$ cat config.mk
export PLATFORM = sky130hd
export DESIGN_NAME = factor_search_engine_flat
export DESIGN_NICKNAME = d
export VERILOG_FILES = /design/src/rtl/factor_search_engine_if.sv /design/src/rtl/factor_search_engine.sv /design/src/flat_wrapper.sv
export SDC_FILE = /design/constraint.sdc
export NUM_CORES = 1
export LEC_CHECK = 0
export CAP_MARGIN = 25
export CORE_ASPECT_RATIO = 0.5
export CORE_MARGIN = 10
export CORE_UTILIZATION = 56
export CTS_CLUSTER_SIZE = 28
export DETAILED_ROUTE_END_ITERATION = 7
export PLACE_DENSITY_LB_ADDON = 0.3
export SETUP_SLACK_MARGIN = 0.05
export SLEW_MARGIN = 20
export SYNTH_ARGS = -nofsm -noshare
export SYNTH_HDL_FRONTEND = slang
export SYNTH_SLANG_ARGS = --single-unit
$ cat constraint.sdc
create_clock -name clock -period 2.9 [get_ports clock]
set_input_delay 0.58 -clock clock [delete_from_list [all_inputs] [get_ports clock]]
set_output_delay 0.58 -clock clock [all_outputs]
set_load 0.05 [all_outputs]
$ cat src/rtl/factor_search_engine_if.sv
// Request/result bundle for factor_search_engine: the master issues start/target,
// the slave reports busy/done and the found factor pair.
interface factor_search_engine_if #(
    parameter int AW = 5,
    parameter int BW = 3
);
    localparam int PW = AW + BW;

    logic          start;
    logic [PW-1:0] target;
    logic          busy;
    logic          done;
    logic          found;
    logic [AW-1:0] fact_a;
    logic [BW-1:0] fact_b;

    modport master (
        output start, target,
        input  busy, done, found, fact_a, fact_b
    );

    modport slave (
        input  start, target,
        output busy, done, found, fact_a, fact_b
    );
endinterface

$ cat src/rtl/factor_search_engine.sv
// Brute-force factor search: walks (a, b) with a outer and b inner, multiplies each
// pair with a BW-cycle shift-add loop and stops at the first product equal to target.
//
// state | meaning
// IDLE  | waiting for start; results held
// MUL   | one shift-add step per cycle over the bits of b
// CMP   | compare product with target, then finish or step to next pair
// DONE  | one-cycle done pulse, then back to IDLE
module factor_search_engine #(
    parameter int AW = 5,
    parameter int BW = 3
) (
    input  logic                    clock,
    input  logic                    reset,
    factor_search_engine_if.slave   bus
);
    localparam int PW = AW + BW;
    localparam int IW = (BW > 1) ? $clog2(BW) : 1;
    localparam logic [IW-1:0] I_LAST = IW'(BW - 1);
    localparam logic [AW-1:0] A_MAX  = {AW{1'b1}};
    localparam logic [BW-1:0] B_MAX  = {BW{1'b1}};

    typedef enum logic [1:0] {IDLE, MUL, CMP, DONE} state_t;

    state_t        state_q, state_d;
    logic [PW-1:0] n_r;
    logic [PW-1:0] acc_r;
    logic [AW-1:0] a_r;
    logic [BW-1:0] b_r;
    logic [IW-1:0] i_r;
    logic          found_r;
    logic [AW-1:0] fa_r;
    logic [BW-1:0] fb_r;

    logic match;
    logic last_pair;

    assign match     = (acc_r == n_r);
    assign last_pair = (a_r == A_MAX) && (b_r == B_MAX);

    always_ff @(posedge clock) begin
        if (reset) begin
            state_q <= IDLE;
        end else begin
            state_q <= state_d;
        end
    end

    always_comb begin
        state_d = state_q;
        case (state_q)
            IDLE: if (bus.start) state_d = MUL;
            MUL:  if (i_r == I_LAST) state_d = CMP;
            CMP:  state_d = (match || last_pair) ? DONE : MUL;
            DONE: state_d = IDLE;
            default: state_d = IDLE;
        endcase
    end

    always_ff @(posedge clock) begin
        if (reset) begin
            n_r     <= '0;
            acc_r   <= '0;
            a_r     <= '0;
            b_r     <= '0;
            i_r     <= '0;
            found_r <= 1'b0;
            fa_r    <= '0;
            fb_r    <= '0;
        end else begin
            case (state_q)
                IDLE: begin
                    if (bus.start) begin
                        n_r     <= bus.target;
                        a_r     <= AW'(2);
                        b_r     <= BW'(2);
                        acc_r   <= '0;
                        i_r     <= '0;
                        found_r <= 1'b0;
                        fa_r    <= '0;
                        fb_r    <= '0;
                    end
                end
                MUL: begin
                    // a*b < 2^PW, so the accumulator never overflows
                    if (b_r[i_r]) acc_r <= acc_r + (PW'(a_r) << i_r);
                    i_r <= i_r + 1'b1;
                end
                CMP: begin
                    if (match) begin
                        found_r <= 1'b1;
                        fa_r    <= a_r;
                        fb_r    <= b_r;
                    end else if (!last_pair) begin
                        if (b_r == B_MAX) begin
                            b_r <= BW'(2);
                            a_r <= a_r + 1'b1;
                        end else begin
                            b_r <= b_r + 1'b1;
                        end
                        acc_r <= '0;
                        i_r   <= '0;
                    end
                end
                default: ;
            endcase
        end
    end

    assign bus.busy   = (state_q == MUL) || (state_q == CMP);
    assign bus.done   = (state_q == DONE);
    assign bus.found  = found_r;
    assign bus.fact_a = fa_r;
    assign bus.fact_b = fb_r;
endmodule

$ cat src/flat_wrapper.sv
// flat-port wrapper written by rule: the top's interface ports become plain ports
module factor_search_engine_flat 
#(
    parameter int AW = 5,
    parameter int BW = 3
)
  (clock, reset, bus_start, bus_target, bus_busy, bus_done, bus_found, bus_fact_a, bus_fact_b);
  factor_search_engine_if #(.AW(AW), .BW(BW)) bus_i ();
  input  logic clock;
  input  logic reset;
  input wire logic [$bits(bus_i.start)-1:0] bus_start;
  input wire logic [$bits(bus_i.target)-1:0] bus_target;
  output wire logic [$bits(bus_i.busy)-1:0] bus_busy;
  output wire logic [$bits(bus_i.done)-1:0] bus_done;
  output wire logic [$bits(bus_i.found)-1:0] bus_found;
  output wire logic [$bits(bus_i.fact_a)-1:0] bus_fact_a;
  output wire logic [$bits(bus_i.fact_b)-1:0] bus_fact_b;
  assign bus_i.start = bus_start;
  assign bus_i.target = bus_target;
  assign bus_busy = bus_i.busy;
  assign bus_done = bus_i.done;
  assign bus_found = bus_i.found;
  assign bus_fact_a = bus_i.fact_a;
  assign bus_fact_b = bus_i.fact_b;
  factor_search_engine #(.AW(AW), .BW(BW)) u_core (.clock(clock), .reset(reset), .bus(bus_i));
endmodule
Word-level counts from Yosys, hierarchy flattened

Index checks and enable logic that the tools add are counted.

Bits in registers: 37
Bits of input ports: 11
Logic and storage cells: 76

Add/subtract/negate cells: 4
Order comparisons: 1
Equal/unequal tests: 14
Shift-type cells: 1
Multiplexer cells: 34
Reduce and logical (&&, ||, !) cells: 13

Operator list:

| operator              | count |
|---|---|
| $mux W8               | 4 |
| $mux W5               | 6 |
| $pmux W8 S3           | 1 |
| $pmux W5 S2           | 2 |
| $mux W3               | 6 |
| $mux W2               | 6 |
| $pmux W3 S2           | 2 |
| $reduce_and A5 Y1     | 2 |
| $add A8 B8 Y8         | 1 |
| $eq A8 B8 Y1          | 1 |
| $ne A2 B1 Y1 const B  | 4 |
| $pmux W2 S4           | 1 |
| $reduce_and A4 Y1     | 2 |
| $shl A5 B2 Y8         | 1 |
| $eq A2 B2 Y1 const B  | 3 |
| $ne A2 B2 Y1 const B  | 3 |
| $pmux W2 S3           | 1 |
| $add A5 B1 Y5 const B | 1 |
| $eq A5 B5 Y1 const B  | 1 |
| $reduce_and A2 Y1     | 2 |
| $add A3 B1 Y3 const B | 1 |
| $eq A3 B3 Y1 const B  | 1 |
| $lt A2 B3 Y1 const B  | 1 |
| $mux W1               | 3 |
| 10 further kinds      | 11 |

Logic depth before layout (Yosys ltp)

Depth in word-level cells: 5
Mapped depth: 11
Mapped depth without buffers: 10

Least setup slack after synthesis

No wires, ideal clock.

Path kind: register to register
Start: register u_core.i_r[1]
End: register u_core.acc_r[7]
Library setup time: 0.074 ns
Arrival time: 2.420 ns
Required time: 2.826 ns
Setup slack: 0.405 ns
Stages on the path, launching flop included: 12
Path buffers: 1
Cell sequence: dfxtp_1 buf_1 mux2_2 nor2_1 a21oi_1 ha_1 nand3_1 o211ai_1 o41ai_1 xor2_1 nand4b_1 a31oi_1

Cells in the longest elaborated chain, start to end: 4
Elaborated cells on any way between the ends: 8

Ends and longest elaborated chain:

| what                                                    | line                       | RTL |
|---|---|---|
| from (decl)                                             | factor_search_engine.sv:30 | `logic [IW-1:0] i_r;` |
| from (signal assigned)                                  | factor_search_engine.sv:87 | `i_r <= i_r + 1'b1;` |
| $shl A5 B2 Y8 / $bmux W1 S2 (equally long branches)     | factor_search_engine.sv:86 | `if (b_r[i_r]) acc_r <= acc_r + (PW'(a_r) << i_r);` |
| $add A8 B8 Y8 / $mux W1 (equally long branches)         | factor_search_engine.sv:86 |  |
| $mux W8 / $ne A2 B1 Y1 (equally long branches)          | -                          |  |
| $pmux W8 S3 / $reduce_and A5 Y1 (equally long branches) | -                          |  |
| to (signal assigned)                                    | factor_search_engine.sv:86 |  |
| to (decl)                                               | factor_search_engine.sv:27 | `logic [PW-1:0] acc_r;` |

Several ways; a longest one is shown, not always the timed one. The select of a mux whose other input is x is not followed.
A chain may end at the register's enable or synchronous reset.

Worst setup path in the final report

Start: register u_core.i_r[0]
End: register u_core.acc_r[6]

The elaborated chain is that of the path after synthesis.

==> reports/qor.json <==
{
  "layout_area_overhead": {"value": 15.38, "unit": "%"},
  "globalRoute.busiestLayer": {"value": "met2"},
  "ys.warnings.count": {"value": 0},
  "drt-pass1-iter-count": {"value": 4},
  "synth_enable_flop_cells": {"value": 0},
  "tightest_slew": {"value": 506.7, "unit": "ps"},
  "synth_largest_type_area_fraction": {"value": 0.3448},
  "path_buf_inv": {"value": 0},
  "synth.cell_area": {"value": 0.002148, "unit": "mm²"},
  "postSynthCellCount": {"value": 249},
  "dr_total_vias": {"value": 1817},
  "setup_tns": {"value": 0, "unit": "ps"},
  "yosys.area_share.simple": {"value": 0.2172},
  "finalHoldViolCount": {"value": 0},
  "worst_ep_required_time": {"value": 3090, "unit": "ps"},
  "power.total": {"value": 0.001764, "unit": "W"},
  "setup.worst_path.end_class": {"value": "register"},
  "floorplan.initialDensity": {"value": 0.6025},
  "net-switching-power": {"value": 0.0007439, "unit": "W"},
  "fillCellCount": {"value": 274},
  "synth_top_cells_by_area": {"value": "sky130_fd_sc_hd__dfxtp_1 34%, sky130_fd_sc_hd__ha_1 9.9%, sky130_fd_sc_hd__a21oi_1 5.6%"},
  "clock_pin_transition_on_the_worst_setup_and_hold_timing_paths": {"value": 70, "unit": "ps"},
  "worst-setup-path-type": {"value": "reg -> reg"},
  "grt_max_degree": {"value": 19},
  "synth_seq_area_share": {"value": 0.3448},
  "drtIter0Drc": {"value": 89},
  "finalCoreUtilization": {"value": 0.6951},
  "routed_wirelength": {"value": 4796, "unit": "µm"},
  "final_min_period_over_clock_period": {"value": 0.8698},
  "routabilityCongestion": {"value": 0.8470},
  "die-area": {"value": 0.006864, "unit": "mm²"},
  "synth_top_family_by_area": {"value": "simple AND/OR/NAND/NOR gates"},
  "slew_headroom": {"value": 0.6611},
  "overflow": {"value": 0},
  "synth.mux.area_fraction": {"value": 0.05708},
  "gr-usage-met2": {"value": 0.2304},
  "track_usage": {"value": 0.1447},
  "critical_path.slowest_cell": {"value": "sky130_fd_sc_hd__dfxtp_1"},
  "period_needed": {"value": 2522, "unit": "ps"},
  "power_switching_share": {"value": 0.4217},
  "ranking_of_synthesized_cells_by_instance_count": {"value": "37 x sky130_fd_sc_hd__dfxtp_1, 24 x sky130_fd_sc_hd__a21oi_1, 22 x sky130_fd_sc_hd__nor2_1"},
  "drive_above_1_share": {"value": 0.06320},
  "clk-insertion-delay-late": {"value": 290, "unit": "ps"},
  "p_clk_frac": {"value": 0.205},
  "cpMostUsedCell": {"value": "sky130_fd_sc_hd__a21oi_1"},
  "cts_sinks": {"value": 37},
  "synth_top_area_cell": {"value": "sky130_fd_sc_hd__dfxtp_1"},
  "ys_types": {"value": 44},
  "post_synth.cell_area_avg": {"value": 8.628, "unit": "µm²"},
  "status": {"value": "finished clean"},
  "intPower": {"value": 0.001020, "unit": "W"},
  "cp_max_fo": {"value": 15},
  "seq_power_share": {"value": 0.365},
  "clock_path_buffers": {"value": 2},
  "critical-path-max-stage-delay": {"value": 640, "unit": "ps"},
  "synthesis.nets": {"value": 278},
  "die-height": {"value": 63.80, "unit": "µm"},
  "synth_xor_xnor_area_share": {"value": 0.05300},
  "synth-compound-area-share": {"value": 0.1765},
  "numCtsBuffers": {"value": 5},
  "antenna_found_initial": {"value": 0},
  "global_route.usage.met3": {"value": 0.04900},
  "max_freq": {"value": 0.3965, "unit": "GHz"},
  "worst-endpoint-arrival": {"value": 2720, "unit": "ps"},
  "clockRootBuffer": {"value": "sky130_fd_sc_hd__clkbuf_8"},
  "setup_viol": {"value": 0},
  "chipWidth": {"value": 107.6, "unit": "µm"},
  "drt.antenna.violating_nets": {"value": 0},
  "top_level_ports": {"value": 22},
  "post_synth_fa_ha_maj_area_fraction": {"value": 0.1083},
  "cts_tree": {"value": "built"},
  "total_leakage_power": {"value": 0.9451, "unit": "nW"},
  "yosysMostFrequentCell": {"value": "sky130_fd_sc_hd__dfxtp_1"},
  "dp_hpwl": {"value": 3558, "unit": "µm"},
  "post-cts-setup-buffers": {"value": 0},
  "ys_ff_latch": {"value": 37},
  "total_nets_final": {"value": 297},
  "rsz0062_at_grt": {"value": "no"},
  "share_of_total_power_in_combinational_logic": {"value": 0.431},
  "synth_top_flop_cell": {"value": "sky130_fd_sc_hd__dfxtp_1"},
  "routed_wire_length_per_instance": {"value": 14.99, "unit": "µm"},
  "diodes": {"value": 0},
  "clock_tree.htree_level_count": {"value": 2},
  "global_route_wire_length_before_repair": {"value": 8066, "unit": "µm"},
  "coreArea": {"value": 0.003566, "unit": "mm²"},
  "global_route.usage.met1": {"value": 0.1755},
  "start_kind": {"value": "register"},
  "detail_route.vias_per_cell": {"value": 5.678},
  "power.density": {"value": 711.7, "unit": "mW/mm²"},
  "placement_rows": {"value": 15},
  "clock-skew-final": {"value": 2.165, "unit": "ps"},
  "grt_pass1_vias": {"value": 1734},
  "synth_async_sr_flop_share": {"value": 0},
  "ir_drop": {"value": 0.5072, "unit": "mV"},
  "timing.hold.worst.class": {"value": "reg -> reg"},
  "crit_family": {"value": "compound AO/OA/AOI/OAI gates"},
  "max-cap-violations": {"value": 0},
  "place.port_buffers": {"value": 21},
  "path_cells": {"value": "mux2i_1 -> nor2_1 -> fa_1 -> a21o_1 -> a21oi_1 -> o21bai_1 -> a21oi_1 -> xnor2_1 -> a41o_1"},
  "drc": {"value": 0},
  "final_max_slew_viol_count": {"value": 0}
}
==> layer usage <==
metal	wire [µm]	vias to the layer above
li1	-	921
met1	2216	842
met3	371	10
met4	78	0
met5	0	-
met2	2130	44
==> worst reg2reg max path, cell delays in order (launching register included) <==
cell and delay (ps):
sky130_fd_sc_hd__dfxtp_1 640, sky130_fd_sc_hd__mux2i_1 250, sky130_fd_sc_hd__nor2_1 90, sky130_fd_sc_hd__fa_1 440
sky130_fd_sc_hd__a21o_1 170, sky130_fd_sc_hd__a21oi_1 240, sky130_fd_sc_hd__o21bai_1 90, sky130_fd_sc_hd__a21oi_1 180
sky130_fd_sc_hd__xnor2_1 90, sky130_fd_sc_hd__a41o_1 230
==> area by class of cell <==
cell class                      count  area [µm²]  area share
Timing Repair Buffer               25       240.2     0.09692
Inverter                            9       33.78     0.01363
Clock buffer                        7       76.32     0.03079
Tap cell                           51       63.81     0.02574
Sequential cell                    37       742.0      0.2993
Multi-Input combinational cell    190        1315      0.5305
Clock inverter                      1       7.507    0.003029
==> final timing paths <==
kind	start	to	slack, ps	cells past startpoint
worst max-delay path	u_core.i_r[0]	u_core.acc_r[6]	380	9
worst min-delay path	u_core.n_r[5]	u_core.n_r[5]	490	2
worst max register to register	u_core.i_r[0]	u_core.acc_r[6]	380	9
worst min register to register	u_core.n_r[5]	u_core.n_r[5]	490	2
==> cells in the final DEF, fill, tap and decap left out, types with 3 or more instances in the layout <==
master,instances
sky130_fd_sc_hd__clkdlybuf4s50_1,21
sky130_fd_sc_hd__dfxtp_1,36
sky130_fd_sc_hd__a22oi_1,8
sky130_fd_sc_hd__mux2i_1,10
sky130_fd_sc_hd__a211oi_1,3
sky130_fd_sc_hd__nor2_1,22
sky130_fd_sc_hd__ha_1,17
sky130_fd_sc_hd__nand2_1,16
sky130_fd_sc_hd__nor3b_1,4
sky130_fd_sc_hd__nand2b_1,10
sky130_fd_sc_hd__nand3_1,19
sky130_fd_sc_hd__o21ai_0,5
sky130_fd_sc_hd__xor2_1,3
sky130_fd_sc_hd__inv_1,9
sky130_fd_sc_hd__buf_4,4
sky130_fd_sc_hd__clkbuf_8,5
sky130_fd_sc_hd__nand3b_1,4
sky130_fd_sc_hd__xnor2_1,10
sky130_fd_sc_hd__a21oi_1,24
sky130_fd_sc_hd__nor3_1,3
==> sequential cells by signal, indices dropped and copies added (netlist names) <==
| name | cells |
|---|---|
| u_core.a_r | 5 |
| u_core.i_r | 2 |
| u_core.n_r | 8 |
| u_core.acc_r | 8 |
| u_core.state_q | 2 |
| u_core.bus.fact_b | 3 |
| u_core.bus.fact_a | 5 |
| u_core.bus.found | 1 |
| u_core.b_r | 3 |
==> through the flow <==
stage / instances / hold slack (ps) / setup WS, ps / instance area (µm²)
global placement: 312 / 461.5 / 404.7 / 2394
CTS: 320 / 481.9 / 279.5 / 2477
detailed placement: 312 / 471.7 / 296.7 / 2394
global route: 320 / 504.2 / 86.24 / 2479
finish: 320 / 485.5 / 377.7 / 2479
floorplan: 249 / 448.8 / 405.4 / 2148
==> power by group through the flow <==
stage | clock network (W) | logic [W] | registers (W)
finish | 0.000361 | 0.000760 | 0.000643
global route | 0.000388 | 0.000838 | 0.000654
detailed placement | 0 | 0.000752 | 0.000653
CTS | 0.000363 | 0.000757 | 0.000642
global placement | 0 | 0.000730 | 0.000648
floorplan | 0 | 0.000629 | 0.000627
==> cell families after synthesis <==
kind of cell | Yosys count
DFF | 37
and+or+nand+nor | 91
buffers and inverters | 22
xor gates and xnor gates | 13
adders and majority gates | 18
AOI/OAI and AO/OA | 56
muxes | 12
==> repair_timing <==
action | in CTS | in global routing
setup endpoints to repair | 0 | 1
resized for setup | 0 | 1
hold buffers | 0 | 0
Note: power is estimated with default switching activity, not from simulation.
